==> config.mk <==
export PLATFORM = sky130hd
export DESIGN_NAME = irq_priority_arbiter_flat
export DESIGN_NICKNAME = d
export VERILOG_FILES = /design/src/rtl/irq_priority_arbiter_if.sv /design/src/rtl/irq_priority_arbiter.sv /design/src/flat_wrapper.sv
export SDC_FILE = /design/constraint.sdc
export NUM_CORES = 1
export LEC_CHECK = 0
export CORE_UTILIZATION = 38
export DETAILED_ROUTE_END_ITERATION = 8
export PLACE_DENSITY = 0.81
export SLEW_MARGIN = 20
export SYNTH_ARGS = -nofsm -noshare
export SYNTH_HDL_FRONTEND = slang
export SYNTH_SLANG_ARGS = --single-unit
export TNS_END_PERCENT = 50
==> constraint.sdc <==
create_clock -name pclk -period 4 [get_ports pclk]
set_clock_uncertainty 0.2 [all_clocks]
set_input_delay 0.4 -clock pclk [delete_from_list [all_inputs] [get_ports pclk]]
set_output_delay 0.4 -clock pclk [all_outputs]
set_load 0.02 [all_outputs]
==> src/rtl/irq_priority_arbiter_if.sv <==
// APB slave bus bundle for the interrupt priority arbiter.
//   psel, penable, pwrite : APB select / access phase / direction (1 = write)
//   paddr                 : word index, only 0..3 are decoded by the slave
//   pwdata                : write data
//   prdata                : combinational read data from the slave
//   pready                : always 1, zero wait states
interface irq_priority_arbiter_if;
    logic        psel;
    logic        penable;
    logic        pwrite;
    logic [31:0] paddr;
    logic [31:0] pwdata;
    logic [31:0] prdata;
    logic        pready;

    modport master (
        output psel, penable, pwrite, paddr, pwdata,
        input  prdata, pready
    );

    modport slave (
        input  psel, penable, pwrite, paddr, pwdata,
        output prdata, pready
    );
endinterface

==> src/rtl/irq_priority_arbiter.sv <==
// Four-source interrupt priority arbiter with an APB register file.
// Pending requests are latched from level triggers; the highest-priority
// enabled pending source is presented to the CPU, acknowledged, and held
// in service until software writes the matching EOI bit.
//
// Ports:
//   pclk        : sole clock, rising edge
//   rst_n       : synchronous active-low reset
//   apb         : APB slave (psel/penable/pwrite/paddr/pwdata/prdata/pready)
//   irq_trigger : per-source request level, sampled every edge
//   irq_ack     : CPU acknowledge of the presented interrupt
//   irq_o       : interrupt request to the CPU
//   irq_id_o    : index of the presented or in-service source
//
// Register map (word index):
//   0 PRIO   RW [7:0] two bits per source, 3 = highest
//   1 STATUS RO [3:0] pending, [7:4] in-service one-hot
//   2 EOI    WO bit mask, only the bit of the in-service source matters
//   3 ENABLE RW [3:0]
module irq_priority_arbiter (
    input  logic                   pclk,
    input  logic                   rst_n,
    irq_priority_arbiter_if.slave  apb,
    input  logic [3:0]             irq_trigger,
    input  logic                   irq_ack,
    output logic                   irq_o,
    output logic [1:0]             irq_id_o
);

    typedef enum logic [1:0] {
        ST_IDLE    = 2'd0,
        ST_REQ     = 2'd1,
        ST_SERVICE = 2'd2
    } state_t;

    state_t      state_q, state_d;
    logic [7:0]  prio_q;
    logic [3:0]  enable_q;
    logic [3:0]  pending_q, pending_d;
    logic [3:0]  insvc_q, insvc_d;
    logic [1:0]  id_d;
    logic [3:0]  ack_clr;

    logic        wr_en, addr_ok;
    logic        wr_prio, wr_enable, wr_eoi;
    logic [3:0]  eligible;
    logic [1:0]  win_id;
    logic [1:0]  win_prio;
    logic        win_found;
    logic        unused_pwdata;

    assign wr_en     = apb.psel & apb.penable & apb.pwrite;
    assign addr_ok   = (apb.paddr[31:2] == 30'd0);
    assign wr_prio   = wr_en && (apb.paddr == 32'd0);
    assign wr_eoi    = wr_en && (apb.paddr == 32'd2);
    assign wr_enable = wr_en && (apb.paddr == 32'd3);

    assign unused_pwdata = ^apb.pwdata[31:8];

    assign eligible = pending_q & enable_q;

    // Scan upward with a strict greater-than so equal priorities keep the
    // lowest index.
    always_comb begin
        win_id    = 2'd0;
        win_prio  = 2'd0;
        win_found = 1'b0;
        for (int i = 0; i < 4; i++) begin
            if (eligible[i] && (!win_found || (prio_q[2*i +: 2] > win_prio))) begin
                win_found = 1'b1;
                win_id    = 2'(i);
                win_prio  = prio_q[2*i +: 2];
            end
        end
    end

    always_comb begin
        state_d = state_q;
        id_d    = irq_id_o;
        insvc_d = insvc_q;
        ack_clr = 4'b0000;
        case (state_q)
            ST_IDLE: begin
                if (win_found) begin
                    id_d    = win_id;
                    state_d = ST_REQ;
                end
            end
            ST_REQ: begin
                // Ack takes precedence over a coincident disable.
                if (irq_ack) begin
                    ack_clr = 4'b0001 << irq_id_o;
                    insvc_d = 4'b0001 << irq_id_o;
                    state_d = ST_SERVICE;
                end else if (!enable_q[irq_id_o]) begin
                    state_d = ST_IDLE;
                end
            end
            ST_SERVICE: begin
                if (wr_eoi && apb.pwdata[irq_id_o]) begin
                    insvc_d = 4'b0000;
                    state_d = ST_IDLE;
                end
            end
            default: state_d = ST_IDLE;
        endcase
        // A trigger on the same edge as its ack re-arms the source.
        pending_d = (pending_q & ~ack_clr) | irq_trigger;
    end

    always_ff @(posedge pclk) begin
        if (!rst_n) begin
            state_q   <= ST_IDLE;
            prio_q    <= 8'd0;
            enable_q  <= 4'd0;
            pending_q <= 4'd0;
            insvc_q   <= 4'd0;
            irq_id_o  <= 2'd0;
        end else begin
            state_q   <= state_d;
            pending_q <= pending_d;
            insvc_q   <= insvc_d;
            irq_id_o  <= id_d;
            if (wr_prio) begin
                prio_q <= apb.pwdata[7:0];
            end
            if (wr_enable) begin
                enable_q <= apb.pwdata[3:0];
            end
        end
    end

    assign irq_o      = (state_q == ST_REQ);
    assign apb.pready = 1'b1;

    always_comb begin
        apb.prdata = 32'd0;
        if (apb.psel && !apb.pwrite && addr_ok) begin
            case (apb.paddr[1:0])
                2'd0:    apb.prdata[7:0] = prio_q;
                2'd1:    apb.prdata[7:0] = {insvc_q, pending_q};
                2'd3:    apb.prdata[3:0] = enable_q;
                default: apb.prdata      = 32'd0;
            endcase
        end
    end

endmodule

==> src/flat_wrapper.sv <==
// flat-port wrapper written by rule: the top's interface ports become plain ports
module irq_priority_arbiter_flat 
  (pclk, rst_n, irq_trigger, irq_ack, irq_o, irq_id_o, apb_psel, apb_penable, apb_pwrite, apb_paddr, apb_pwdata, apb_prdata, apb_pready);
  irq_priority_arbiter_if apb_i ();
  input  logic pclk;
  input  logic rst_n;
  input  logic [3:0] irq_trigger;
  input  logic irq_ack;
  output logic irq_o;
  output logic [1:0] irq_id_o;
  input wire logic [$bits(apb_i.psel)-1:0] apb_psel;
  input wire logic [$bits(apb_i.penable)-1:0] apb_penable;
  input wire logic [$bits(apb_i.pwrite)-1:0] apb_pwrite;
  input wire logic [$bits(apb_i.paddr)-1:0] apb_paddr;
  input wire logic [$bits(apb_i.pwdata)-1:0] apb_pwdata;
  output wire logic [$bits(apb_i.prdata)-1:0] apb_prdata;
  output wire logic [$bits(apb_i.pready)-1:0] apb_pready;
  assign apb_i.psel = apb_psel;
  assign apb_i.penable = apb_penable;
  assign apb_i.pwrite = apb_pwrite;
  assign apb_i.paddr = apb_paddr;
  assign apb_i.pwdata = apb_pwdata;
  assign apb_prdata = apb_i.prdata;
  assign apb_pready = apb_i.pready;
  irq_priority_arbiter u_core (.pclk(pclk), .rst_n(rst_n), .apb(apb_i), .irq_trigger(irq_trigger), .irq_ack(irq_ack), .irq_o(irq_o), .irq_id_o(irq_id_o));
endmodule
==> flow_summary_export.csv <==
group,metric,value,unit
setup_path,critPathRequiredTime,3.99,ns
clock_tree,cts-htree-levels,1,
yosys,syn_avg_cell_area,8.21,µm²
power_and_ir_drop,intPower,0.000429,W
finish,n_fill_cell,445,
floorplan,die-area,0.00517,mm²
setup_path,start_kind,"flop",
power_and_ir_drop,p_comb_share,18.5,%
detailed_routing,via_per_inst,4.99,
clock_tree,root_buffer,"clkbuf_8",
power_and_ir_drop,power.density,224,mW/mm²
sta,post-route-period-util,92.0,%
floorplan,initial_core_util,39.3,%
yosys,seq_area_frac_synth,25.9,%
power_and_ir_drop,p_leak,0.947,nW
hold_path,hold_path.class,"reg2reg",
power_and_ir_drop,switching_power,0.000138,W
clock_tree,cts_buffers,3,
sta,slew_headroom,38.2,%
run_status,status,"completed",
setup_path,path_buf_inv,1,
power_and_ir_drop,ir_drop,0.130,mV
sta,clock.fmax,0.272,GHz
yosys,ys_warn_count,0,
detailed_routing,drc_errors,0,
setup_path,endpoint_kind,"flop",
placed_design,hpwlAfterDp,3790,µm
clock_tree,cts.sink_count,24,
sta,report.final.slew_viol_count,0,
clock_tree,clk_pin_slew_worst_paths,0.09,ns
detailed_routing,dr_total_vias,1756,
finish,regArea,480,µm²
clock_tree,cts_tree,"done",
floorplan,io_pins,110,
sta,rsz0062_at_grt,"false",
placed_design,gp_congestion,0.845,
global_route,grt_max_degree,29,
job,max_cap_violations,0,
global_route,track_usage,18.2,%
yosys,ys_ff_latch,24,
setup_path,max_stage_delay,0.40,ns
global_route,grt_antenna_before_repair,0,
setup_path,slowest_stage,"dfxtp_1",
finish,diodes,0,
yosys,async_reset_ff_share,0,%
detailed_routing,firstDrtPassIters,4,
floorplan,die_w,71.9,µm
setup_path,cp_max_fo,5,
sta,fin_tns_setup,0,ns
sta,tightest_slew,0.924,ns
global_route,first_global_vias,1583,
setup_path,cpMostUsedCell,"ha_1",
detailed_routing,antenna_left,0,
sta,fin_hold_ws,0.276,ns
clock_tree,clock_latency,0.28,ns
yosys,ys_types,42,
sta,final_hold_viol_count,0,
power_and_ir_drop,switching_share,24.3,%
detailed_routing,drt_wl_total,4610,µm
yosys,synth_top_flop_cell,"dfxtp_1",
floorplan,num_rows,25,
sta,finalSetupViolCount,0,
floorplan,die_h,71.9,µm
finish,fin_nets,366,
finish,multi_input_area,0.00121,mm²
yosys,synth-edff-count,0,
placed_design,numPortBuffers,60,
setup_path,arrival,3.67,ns
power_and_ir_drop,seq_power_share,43.1,%
clock_tree,clock_path_buffers,2,
sta,setup_ws,0.320,ns
finish,area_delta_synth_final,36.1,%
finish,drive_gt1_share,10.2,%
global_route,grt_first_pass_wirelength,7230,µm
floorplan,core-area,0.00472,mm²
setup_path,crit_type,"reg2reg",
setup_path,cp_top_family,"compound AO/OA/AOI/OAI gates",
sta,period_needed,3.68,ns
yosys,synth_area,0.00186,mm²
yosys,postSynthCellCount,226,
detailed_routing,drt_iter0_drc,100,
detailed_routing,routedWlPerCell,13.1,µm
setup_path,cp_cell_sequence,"nand3_1 > ha_1 > nor2b_1 > o21a_1 > o211a_1 > nor2_1 > ha_1 > nor2b_1 > o21ai_0 > buf_4 > a21oi_1 > o31ai_1 > ha_1 > a221oi_2 > a2111oi_2 > a211oi_1",
global_route,grt-ovfl-total,0,
placed_design,place_ws,0.0867,ns
power_and_ir_drop,clkPwrFrac,38.4,%
[area by class of cell]
cell class	instances	share of cell area, %
well taps	67	3.32
multi-input cells	181	47.8
clock inverters	1	1.19
repair buffers	66	25.6
flip-flops and latches	24	19.0
inverters	10	1.49
clock buffers	3	1.64
[power by group through the flow]
stage                      logic, W  clock network, W  registers (W)
final                      0.000105          0.000217       0.000244
after global routing       0.000113          0.000234       0.000245
after CTS                  0.000105          0.000219       0.000244
after detailed placement   0.000105                 0       0.000250
after global placement     0.000103                 0       0.000250
after floorplan           0.0000648                 0       0.000249
[stage by stage]
step	cell area [µm²]	util, %	power (W)	std cells
finish	2520	53.5	0.000566	352
global route	2520	53.5	0.000592	352
CTS	2510	53.2	0.000568	352
detailed placement	2440	51.7	0.000355	348
global placement	2440	51.7	0.000353	348
floorplan	1940	-	0.000314	249
[repair_timing]
item                       CTS  global route
hold buffers                 0             0
gates resized for setup      0             3
buffers inserted             0             0
setup endpoints to repair    0             2
[placed cells by master (no fill, tap or decap), types with 2 or more instances in the layout]
cell type	netlist	final
o21ai_0	11	11
a31oi_1	2	2
and2_1	2	2
nand2_1	31	31
nor3_1	6	6
nand2b_1	4	4
ha_1	6	6
o31ai_1	3	3
nand3_1	6	6
nor2_1	11	11
nor4b_2	2	2
nand4_2	2	2
a21oi_1	15	15
inv_1	10	10
nor2b_1	3	3
mux2i_1	20	20
dfxtp_1	24	24
buf_4	26	6
mux4_2	2	2
nor4_2	9	9
conb_1	2	25
and3_1	2	2
clkbuf_8	0	3
a211oi_1	2	2
clkdlybuf4s50_1	0	60
[tightest hold or removal path, cell delays in order, from the launching register on]
cell and delay, ns:
dfxtp_1 0.32, nand2_1 0.06, mux2i_1 0.05
[logic make-up (layout without fill, tap and decap cells)]
family | Yosys count | after routing | share of synthesized area (%)
DFF | 24 | 24 | 25.9
buffers and inverters | 44 | 80 | 14.4
adders and majority gates | 6 | 6 | 4.05
AOI/OAI and AO/OA | 43 | 43 | 14.2
and+or+nand+nor | 85 | 85 | 27.8
muxes | 22 | 22 | 13.2
other | 2 | 25 | 0.405
[Yosys cell counts, types with 2 or more instances]
cell type  instances  area [µm²]
a211oi_1           2        15.0
a21oi_1           15        75.1
a31oi_1            2        12.5
and2_1             2        12.5
and3_1             2        12.5
buf_2              4        20.0
buf_4             26         195
clkbuf_1           4        15.0
conb_1             2        7.51
dfxtp_1           24         480
ha_1               6        75.1
inv_1             10        37.5
mux2i_1           20         200
mux4_2             2        45.0
nand2_1           31         116
nand2b_1           4        25.0
nand3_1            6        30.0
nand4_2            2        25.0
nor2_1            11        41.3
nor2b_1            3        18.8
nor3_1             6        30.0
nor4_2             9         113
nor4b_2            2        30.0
o21ai_0           11        55.1
o31ai_1            3        22.5
[worst paths after layout]
check | startpoint | endpoint | slack, ns | cells after the start
worst max-delay path | u_core.enable_q[0]$_SDFFE_PN0P_ | u_core.irq_id_o[1]$_SDFFE_PN0P_ | 0.32 | 16
worst min register to register | u_core.prio_q[0]$_SDFFE_PN0P_ | u_core.prio_q[0]$_SDFFE_PN0P_ | 0.28 | 2
worst min-delay path | u_core.prio_q[0]$_SDFFE_PN0P_ | u_core.prio_q[0]$_SDFFE_PN0P_ | 0.28 | 2
worst max register to register | u_core.enable_q[0]$_SDFFE_PN0P_ | u_core.irq_id_o[1]$_SDFFE_PN0P_ | 0.32 | 16
[state kept, by name, indices dropped and copies added, names as in the netlist]
name	flops
u_core.state_q	2
u_core.enable_q	4
u_core.prio_q	8
u_core.irq_id_o	2
u_core.pending_q	4
u_core.insvc_q	4
[routing by layer]
layer	wire length (µm)	global-route usage [%]
met5	0	0
met4	43	6.10
met3	402	2.53
met2	2310	33.5
met1	1850	21.7
Note: power is estimated with default switching activity, not from simulation.
